## src/rtl/bp_pkg.sv

```systemverilog
`default_nettype none
// =============================================================================
// Module   : bp_pkg
// Purpose  : Shared definitions for the gshare branch predictor: FSM state
//            encodings, default parameter values and the saturating-counter
//            next-value helper.
// Ports    : none (package)
// Revision : 1.0 - initial release
// =============================================================================
package bp_pkg;

   localparam int c_DEF_INDEX_BITS = 4;
   localparam int c_DEF_CTR_BITS   = 2;
   localparam int c_DEF_HIST_BITS  = 4;

   typedef enum logic {
      ST_INIT = 1'b0,
      ST_RUN  = 1'b1
   } bp_state_t;

   // Next value of a ctr_bits-wide saturating counter, carried in 32 bits so
   // one function serves every counter width.
   function automatic logic [31:0] sat_ctr_next(
      input logic [31:0] ctr,
      input logic        taken,
      input int          ctr_bits
   );
      logic [31:0] max_val;
      max_val = (32'd1 << ctr_bits) - 32'd1;
      if (taken) begin
         return (ctr >= max_val) ? max_val : ctr + 32'd1;
      end
      return (ctr == 32'd0) ? 32'd0 : ctr - 32'd1;
   endfunction

endpackage
`default_nettype wire

```

## src/rtl/bp_pht.sv

```systemverilog
`default_nettype none
// =============================================================================
// Module   : bp_pht
// Purpose  : Pattern history table of 2^INDEX_BITS saturating counters.
//            One synchronous read port, one write port. A write either loads
//            i_wr_data (init sweep) or steps the addressed counter up/down.
//            Reads return the value from before a same-cycle write.
// Ports    : clk, rst (async, active-high; clears only the read register)
//            i_rd_en, i_rd_addr -> o_rd_data (registered, holds when idle)
//            i_wr_en, i_wr_addr, i_wr_load, i_wr_data, i_wr_taken
// Revision : 1.0 - initial release
// =============================================================================
module bp_pht
   import bp_pkg::*;
#(
   parameter int INDEX_BITS = c_DEF_INDEX_BITS,
   parameter int CTR_BITS   = c_DEF_CTR_BITS
) (
   input  logic                  clk,
   input  logic                  rst,
   input  logic                  i_rd_en,
   input  logic [INDEX_BITS-1:0] i_rd_addr,
   output logic [CTR_BITS-1:0]   o_rd_data,
   input  logic                  i_wr_en,
   input  logic [INDEX_BITS-1:0] i_wr_addr,
   input  logic                  i_wr_load,
   input  logic [CTR_BITS-1:0]   i_wr_data,
   input  logic                  i_wr_taken
);

   localparam int c_DEPTH = 1 << INDEX_BITS;

   logic [CTR_BITS-1:0] r_mem [c_DEPTH];
   logic [CTR_BITS-1:0] r_rd_data;
   logic [CTR_BITS-1:0] w_wr_value;

   always_comb begin
      w_wr_value = i_wr_data;
      if (!i_wr_load) begin
         w_wr_value = CTR_BITS'(sat_ctr_next(32'(r_mem[i_wr_addr]), i_wr_taken, CTR_BITS));
      end
   end

   // The table itself is never reset; the init sweep fills it instead.
   always_ff @(posedge clk) begin
      if (i_wr_en) begin
         r_mem[i_wr_addr] <= w_wr_value;
      end
   end

   always_ff @(posedge clk or posedge rst) begin
      if (rst) begin
         r_rd_data <= '0;
      end else if (i_rd_en) begin
         r_rd_data <= r_mem[i_rd_addr];
      end
   end

   assign o_rd_data = r_rd_data;

endmodule
`default_nettype wire

```

## src/rtl/gshare_branch_predictor.sv

```systemverilog
`default_nettype none
// =============================================================================
// Module   : gshare_branch_predictor
// Purpose  : Gshare predictor. A PHT of saturating counters is indexed by
//            PC[INDEX_BITS+1:2] XOR a non-speculative global history register.
//            After reset an init sweep writes every counter to weakly-taken;
//            ready rises when it completes and requests are ignored until then.
// Ports    : clk, reset (async, active-high), ready
//            lookup_valid, lookup_pc -> pred_valid, pred_taken, pred_index
//            upd_valid, upd_index, upd_taken, upd_mispredict
//            stat_lookups, stat_mispredicts (BP_STATS_EN only)
// Macros   : BP_STATS_EN - adds saturating lookup / mispredict counters.
// Revision : 1.0 - initial release
// =============================================================================
module gshare_branch_predictor
   import bp_pkg::*;
#(
   parameter int INDEX_BITS = c_DEF_INDEX_BITS,
   parameter int CTR_BITS   = c_DEF_CTR_BITS,
   parameter int HIST_BITS  = c_DEF_HIST_BITS
) (
   input  logic                  clk,
   input  logic                  reset,
   output logic                  ready,
   input  logic                  lookup_valid,
   input  logic [31:0]           lookup_pc,
   output logic                  pred_valid,
   output logic                  pred_taken,
   output logic [INDEX_BITS-1:0] pred_index,
   input  logic                  upd_valid,
   input  logic [INDEX_BITS-1:0] upd_index,
   input  logic                  upd_taken,
   input  logic                  upd_mispredict
`ifdef BP_STATS_EN
   ,
   output logic [31:0]           stat_lookups,
   output logic [31:0]           stat_mispredicts
`endif
);

   localparam logic [CTR_BITS-1:0]   c_CTR_INIT   = CTR_BITS'(1) << (CTR_BITS - 1);
   localparam logic [INDEX_BITS-1:0] c_LAST_ENTRY = '1;

   bp_state_t             r_state;
   bp_state_t             w_state_next;
   logic [INDEX_BITS-1:0] r_init_ptr;
   logic [INDEX_BITS-1:0] r_pred_index;
   logic                  r_pred_valid;
   logic [HIST_BITS-1:0]  r_ghr;
   logic [HIST_BITS-1:0]  w_ghr_next;
   logic [INDEX_BITS-1:0] w_ghr_ext;
   logic [INDEX_BITS-1:0] w_lk_index;
   logic                  w_init;
   logic                  w_lk_acc;
   logic                  w_upd_acc;
   logic                  w_wr_en;
   logic [INDEX_BITS-1:0] w_wr_addr;
   logic [CTR_BITS-1:0]   w_rd_data;

   assign w_init    = (r_state == ST_INIT);
   assign w_lk_acc  = lookup_valid & ~w_init;
   assign w_upd_acc = upd_valid & ~w_init;

   // ---------------------------------------------------------------- FSM
   always_ff @(posedge clk or posedge reset) begin
      if (reset) begin
         r_state <= ST_INIT;
      end else begin
         r_state <= w_state_next;
      end
   end

   always_comb begin
      w_state_next = r_state;
      case (r_state)
         ST_INIT: if (r_init_ptr == c_LAST_ENTRY) w_state_next = ST_RUN;
         ST_RUN:  w_state_next = ST_RUN;
         default: w_state_next = ST_INIT;
      endcase
   end

   // ---------------------------------------------------------------- index hash
   always_comb begin
      w_ghr_ext                  = '0;
      w_ghr_ext[HIST_BITS-1:0]   = r_ghr;
   end

   assign w_lk_index = lookup_pc[INDEX_BITS+1:2] ^ w_ghr_ext;

   generate
      if (HIST_BITS == 1) begin : g_ghr_single
         assign w_ghr_next = upd_taken;
      end else begin : g_ghr_shift
         assign w_ghr_next = {r_ghr[HIST_BITS-2:0], upd_taken};
      end
   endgenerate

   // ---------------------------------------------------------------- state regs
   // A lookup in the same cycle as an update hashes with the pre-shift GHR
   // because both read r_ghr before this edge.
   always_ff @(posedge clk or posedge reset) begin
      if (reset) begin
         r_init_ptr   <= '0;
         r_ghr        <= '0;
         r_pred_valid <= 1'b0;
         r_pred_index <= '0;
      end else begin
         if (w_init) begin
            r_init_ptr <= r_init_ptr + INDEX_BITS'(1);
         end
         if (w_upd_acc) begin
            r_ghr <= w_ghr_next;
         end
         r_pred_valid <= w_lk_acc;
         if (w_lk_acc) begin
            r_pred_index <= w_lk_index;
         end
      end
   end

   // ---------------------------------------------------------------- PHT
   // Sweep and updates share the write port; they never overlap because
   // updates are only accepted outside INIT.
   assign w_wr_en   = w_init | w_upd_acc;
   assign w_wr_addr = w_init ? r_init_ptr : upd_index;

   bp_pht #(
      .INDEX_BITS (INDEX_BITS),
      .CTR_BITS   (CTR_BITS)
   ) u_pht (
      .clk        (clk),
      .rst        (reset),
      .i_rd_en    (w_lk_acc),
      .i_rd_addr  (w_lk_index),
      .o_rd_data  (w_rd_data),
      .i_wr_en    (w_wr_en),
      .i_wr_addr  (w_wr_addr),
      .i_wr_load  (w_init),
      .i_wr_data  (c_CTR_INIT),
      .i_wr_taken (upd_taken)
   );

   assign ready      = ~w_init;
   assign pred_valid = r_pred_valid;
   assign pred_taken = w_rd_data[CTR_BITS-1];
   assign pred_index = r_pred_index;

   // ---------------------------------------------------------------- statistics
`ifdef BP_STATS_EN
   logic [31:0] r_stat_lookups;
   logic [31:0] r_stat_mispredicts;

   always_ff @(posedge clk or posedge reset) begin
      if (reset) begin
         r_stat_lookups     <= '0;
         r_stat_mispredicts <= '0;
      end else begin
         if (w_lk_acc && (r_stat_lookups != 32'hFFFF_FFFF)) begin
            r_stat_lookups <= r_stat_lookups + 32'd1;
         end
         if (w_upd_acc && upd_mispredict && (r_stat_mispredicts != 32'hFFFF_FFFF)) begin
            r_stat_mispredicts <= r_stat_mispredicts + 32'd1;
         end
      end
   end

   assign stat_lookups     = r_stat_lookups;
   assign stat_mispredicts = r_stat_mispredicts;

   // Only the index slice of the PC and the counter MSB feed the datapath.
   logic w_unused;
   assign w_unused = ^{lookup_pc, w_rd_data};
`else
   logic w_unused;
   assign w_unused = ^{lookup_pc, w_rd_data, upd_mispredict};
`endif

endmodule
`default_nettype wire

```

## config.mk

```make
export PLATFORM = sky130hd
export DESIGN_NAME = gshare_branch_predictor
export DESIGN_NICKNAME = d
export VERILOG_FILES = /design/src/rtl/bp_pkg.sv /design/src/rtl/bp_pht.sv /design/src/rtl/gshare_branch_predictor.sv
export SDC_FILE = /design/constraint.sdc
export NUM_CORES = 1
export LEC_CHECK = 0
export CAP_MARGIN = 20
export CORE_UTILIZATION = 46
export CTS_CLUSTER_DIAMETER = 200
export DETAILED_ROUTE_END_ITERATION = 8
export MAX_ROUTING_LAYER = met4
export PLACE_DENSITY = 0.76
export SLEW_MARGIN = 20
export SYNTH_ARGS = -nofsm -noshare
export SYNTH_HDL_FRONTEND = slang
export SYNTH_SLANG_ARGS = --single-unit
```

## constraint.sdc

```tcl
create_clock -name clk -period 2.8 [get_ports clk]
set_clock_uncertainty 0.15 [all_clocks]
set_input_delay 0.42 -clock clk [delete_from_list [all_inputs] [get_ports clk]]
set_output_delay 0.42 -clock clk [all_outputs]
set_load 0.02 [all_outputs]
```

---- Word level (Yosys, flattened, before mapping) ----
Memory sizes are Yosys's and may differ from the RTL's. A register that Yosys moved wholly into a read port is not among the register bits.
Index checks and enable logic that the tools add are counted.
cells by class
  eq/ne operators ......................... 1
  reductions and logical operators ........ 1
  bitwise operators ....................... 5
  multiplexer cells ....................... 12
  $add $sub $neg .......................... 3
  $lt $le $gt $ge ......................... 1
operators with widths
  cell                   number
  $mux W2                5
  $mux W1                5
  $add A4 B1 Y4 const B  1
  $eq A4 B4 Y1 const B   1
  $mux W4                1
  $xor A4 B4 Y4          1
  $add A2 B1 Y2 const B  1
  $and A1 B1 Y1          2
  $ge A2 B2 Y1 const B   1
  $logic_not A2 Y1       1
  $pmux W1 S2            1
  $sub A2 B1 Y2 const B  1
  $not A1 Y1             1
  $or A1 B1 Y1           1
storage, ports and cells
  memories ................................ 1
  bits of input ports ..................... 42
  output and inout bits ................... 7
  register bits ........................... 14
  word-level logic and storage cells ...... 29
  RAM bits ................................ 32
memories
  name         words  bits a word  rd ports  clocked after memory_dff  write ports  line          RTL
  u_pht.r_mem  16     2            2         1                         1            bp_pht.sv:33  logic [CTR_BITS-1:0] r_mem [c_DEPTH];

---- Depth between registers and ports, before layout ----
An unclocked memory read counts as a cell.
  depth after elaboration ................. 7
  gate-level depth with buffers ........... 9
  mapped depth without buffers ............ 6

---- Hierarchy ----
From an unflattened synthesis, not the netlist that was laid out.
unflattened totals
  cell total of the unflattened synthesis .. 152
  area, all modules ....................... 2366.0 um2
by module, submodules not included
  module                   area an instance (um2)  cells an instance  instances  sequential area each (um2)
  bp_pht                   1704.1                  104                1          1011.0
  gshare_branch_predictor  661.9                   48                 1          350.3

---- Least setup slack after synthesis ----
No wires, ideal clock.
  path kind ............................... reg-to-reg
  from .................................... reg r_state (netlist: ready)
  to ...................................... mem u_pht.r_mem[0][0] (netlist bit), data pin
  library setup time ...................... 0.341 ns
  data required time ...................... 2.309 ns
  path slack .............................. -0.045 ns
  path buffers ............................ 2
  stages on the path, launching flop included .. 7
  arrival time ............................ 2.354 ns
  clock period less this slack ............ 2.845 ns
  cell sequence ........................... dfrtp_1 buf_4 buf_2 inv_1 o32a_1 o211a_1 o31ai_1
between the ends
  word-level cells in the longest chain between the ends .. 7
  elaborated cells on any way between the ends .. 11
  those cells by class .................... add/sub (2); order compare (1); mux (6); reduce/logical (1); memory (1)
RTL lines
  item                                           line                            RTL
  from (decl)                                    gshare_branch_predictor.sv:44   bp_state_t r_state;
  from (signal assigned)                         gshare_branch_predictor.sv:69   r_state <= w_state_next;
  $mux W4                                        gshare_branch_predictor.sv:125  assign w_wr_addr = w_init ? r_init_ptr : upd_index;
  $mem_v2 Z16 W2                                 -
  $add A2 B1 Y2 or $ge A2 B2 Y1 (tied branches)  bp_pkg.sv:31                    return (ctr >= max_val) ? max_val : ctr + 32'd1;
  $mux W2                                        bp_pkg.sv:31
  $mux W2                                        bp_pkg.sv:30                    if (taken) begin
  $mux W2                                        bp_pkg.sv:33                    return (ctr == 32'd0) ? 32'd0 : ctr - 32'd1;
  $mux W2 *                                      bp_pht.sv:39                    if (!i_wr_load) begin
  named net u_pht.w_wr_value[0]                  bp_pht.sv:35                    logic [CTR_BITS-1:0] w_wr_value;
  to (decl)                                      bp_pht.sv:33
Mark *: on every way through the listed nets, which the timed path passes. The rest lies on a longest branch. The select of a mux whose other input is x is not followed.

---- Worst setup path after layout ----
  from .................................... reg r_state (netlist: ready)
  to ...................................... mem u_pht.r_mem[1][0] (netlist bit), data pin
Same word-level chain as after synthesis.

==> out/metrics.csv <==
metric;value;unit
status;complete, no violations;
synth_edf_count;32;
fmax;376;MHz
p_leak;1.15;nW
timing.rr.start;ready;
cts_max_level;2;
grt_pass1_vias;1647;
p_switching;0.000376;W
start_util;0.483;
rsz0062_at_grt;false;
setup_violations;0;
yosys-top-cells-count;edfxtp_1 (32), nor2_1 (21), o21ai_0 (16);
portBuffers;19;
drtIter0Drc;113;
drive_gt1_frac;0.236;
vias_per_cell;5.53;
postRouteWirelength;4970;µm
worst-r2r-setup-slack;0.14;ns
pre_cts_slack;-0.687;ns
seq_power_share;0.545;
worst_pin_slew;0.559;ns
min_period;2.66;ns
rr_worst_depth;8;
synth_warnings;0;
finalPower;0.00150;W
synthToLayoutAreaGrowth;26.8;%
vias;1636;
cts_tree;built;
cts_root_buffer;clkbuf_8;
dieArea;5280;µm²
synth_area_leaders;edfxtp_1 (42%), dfrtp_1 (16%), mux4_1 (5.7%);
synth_area_leader_cell;edfxtp_1;
place.gp.congestion;0.865;
ys_ff_latch;47;
numCtsBuffers;5;
antenna_found_initial;0;
n_fill_cell;401;
switching_share;0.251;
max_slew_margin;0.627;
finalHoldViolCount;0;
grt_max_degree;17;
final_nets;271;
grt_pass1_wl;8090;µm
peakVddDrop;293;µV
critPathArrivalTime;2.55;ns
cell_internal_pwr;0.00112;W
synth_seq_area_share;0.582;
wl_per_cell;16.8;µm
report.final.slew_viol_count;0;
crit_type;flop to flop;
syn-cell-area;2300;µm²
min_period_over_period;0.951;
pin_count;49;
die_y;72.7;µm
comb_power_share;0.196;
yosysTopAreaCellShare;0.419;
slowest_delay;0.44;ns
cp-end-kind;flop;
insertion_delay;0.30;ns
core_region_area;4750;µm²
clockPowerShare;0.260;
firstDrtPassIters;4;
syn-num-nets;219;
crit_chain;buf_4, mux2i_4, mux4_2, a22oi_1, o211ai_1, o211ai_1, o31ai_2, buf_4;
synth_most_common_cell;edfxtp_1;
async_flop_share;0.319;
cts_max_path_buffers;2;
crit_slowest_cell;dfrtp_1;
synth_cells;176;
track_usage;0.217;
dpl.hpwl;3750;µm
diodes;0;
synth_flop_cell;edfxtp_1;
min_path_type;input pin to asynchronous set/reset pin;
cts_sinks;47;
drc;0;
start_kind;flop;
max-cap-violations;0;
p_per_area;515;nW/µm²
cts.clk_slew.worst_paths;0.09;ns
crit_fanout;16;
cts_hold_buf;0;
die_x;72.7;µm
grt.overflow.total;0;
drtAntennaViolNets;0;
ys_types;42;
crit_required;2.69;ns
fin_ws;0.137;ns
avgSynthCellArea;13.0;µm²
r2r-end;u_pht.r_mem[1][0];
rows;25;
-- worst max path at each step --
| stage | from | end | slack [ns] |
|---|---|---|---|
| finish | ready | u_pht.r_mem[1][0] | 0.14 |
| global route | ready | u_pht.r_mem[1][0] | 0.03 |
| detailed placement | upd_index[0] | u_pht.r_mem[9][1] | -0.69 |
| global placement | upd_index[0] | u_pht.r_mem[14][1] | -0.52 |
| CTS | upd_index[0] | u_pht.r_mem[1][0] | 0.05 |
| floorplan | ready | u_pht.r_mem[0][1] | 0.02 |
-- per-layer routing --
metal | vias to the layer above | GRT usage | share of wire | wire (µm)
li1 | 780 | - | - | -
met5 | - | - | 0 | 0
met3 | 13 | 0.0345 | 0.043 | 215
met1 | 790 | 0.273 | 0.45 | 2220
met4 | 0 | 0.0828 | 0.023 | 116
met2 | 53 | 0.354 | 0.49 | 2410
-- state kept, by name, indices dropped and copies added, names as in the netlist --
name	cells
r_init_ptr	4
ready	1
u_pht.o_rd_data	1
pred_valid	1
r_ghr	4
u_pht.r_mem	32
pred_index	4
-- layout make-up --
cell class / instances / area [µm²] / area share
well taps: 67 / 83.8 / 0.0288
repair buffers: 50 / 425 / 0.146
inverters: 11 / 41.3 / 0.0142
multi-input cells: 113 / 940 / 0.323
clock buffers: 6 / 72.6 / 0.0249
clock inverters: 2 / 12.5 / 0.00430
flip-flops and latches: 47 / 1340 / 0.459
-- power groups by stage --
stage | sequential, W | clock (W) | combinational (W)
after floorplan | 0.000853 | 0 | 0.000135
after global placement | 0.000829 | 0 | 0.000275
after detailed placement | 0.000832 | 0 | 0.000283
after CTS | 0.000816 | 0.000399 | 0.000290
after global routing | 0.000820 | 0.000424 | 0.000317
final | 0.000816 | 0.000389 | 0.000293
-- critical path, delay by kind of cell, from the launching register on --
kind	cells	cell delay, ns
AO/OA/AOI/OAI	4	0.70
flip-flops	1	0.44
buffers and inverters	2	0.45
multiplexers	2	0.65
-- layout by cell type (no fill, tap or decap), types with 2 or more instances in the layout --
cell type and count:
a32oi_1 2, and3b_1 2, buf_4 31, clkbuf_8 5, clkdlybuf4s50_1 18, dfrtp_1 15
edfxtp_1 32, inv_1 11, mux2_2 7, mux2i_1 4, mux2i_4 2, mux4_1 5
mux4_2 2, nand2_1 11, nand2b_1 2, nand3_1 2, nor2_1 21, nor3_1 2
nor3b_1 2, o2111ai_1 2, o211a_1 2, o211ai_1 2, o21ai_0 16, o32a_1 2
or3_1 2, xnor2_1 4, xor2_1 2
-- cell families (layout without fill, tap and decap cells) --
group           after synthesis  count (layout)  share of synthesized area
mux                          21              21                      0.149
simple gates                 46              46                     0.0932
buf+inv                      16              69                     0.0289
flops                        47              47                      0.582
compound gates               38              38                      0.114
xor+xnor                      7               7                     0.0267
fa+ha+maj                     1               1                    0.00545
-- per-stage QoR --
step	instances	setup TNS [ns]	util	hold slack [ns]	area (µm²)
after floorplan	176	0	-	0.171	2300
after global placement	287	-13.40	0.584	0.312	2780
after CTS	295	0	0.607	0.332	2890
final	296	0	0.612	0.317	2910
after global routing	296	0	0.612	0.378	2910
after detailed placement	287	-17.79	0.584	0.319	2780
-- what timing repair did --
| item | in CTS | in global routing |
|---|---|---|
| endpoints found under the setup margin | 32 | 17 |
| setup buffers | 0 | 1 |
| resized for setup | 4 | 3 |
| cloned | 0 | 0 |
Power figures use the tool's default switching activity.
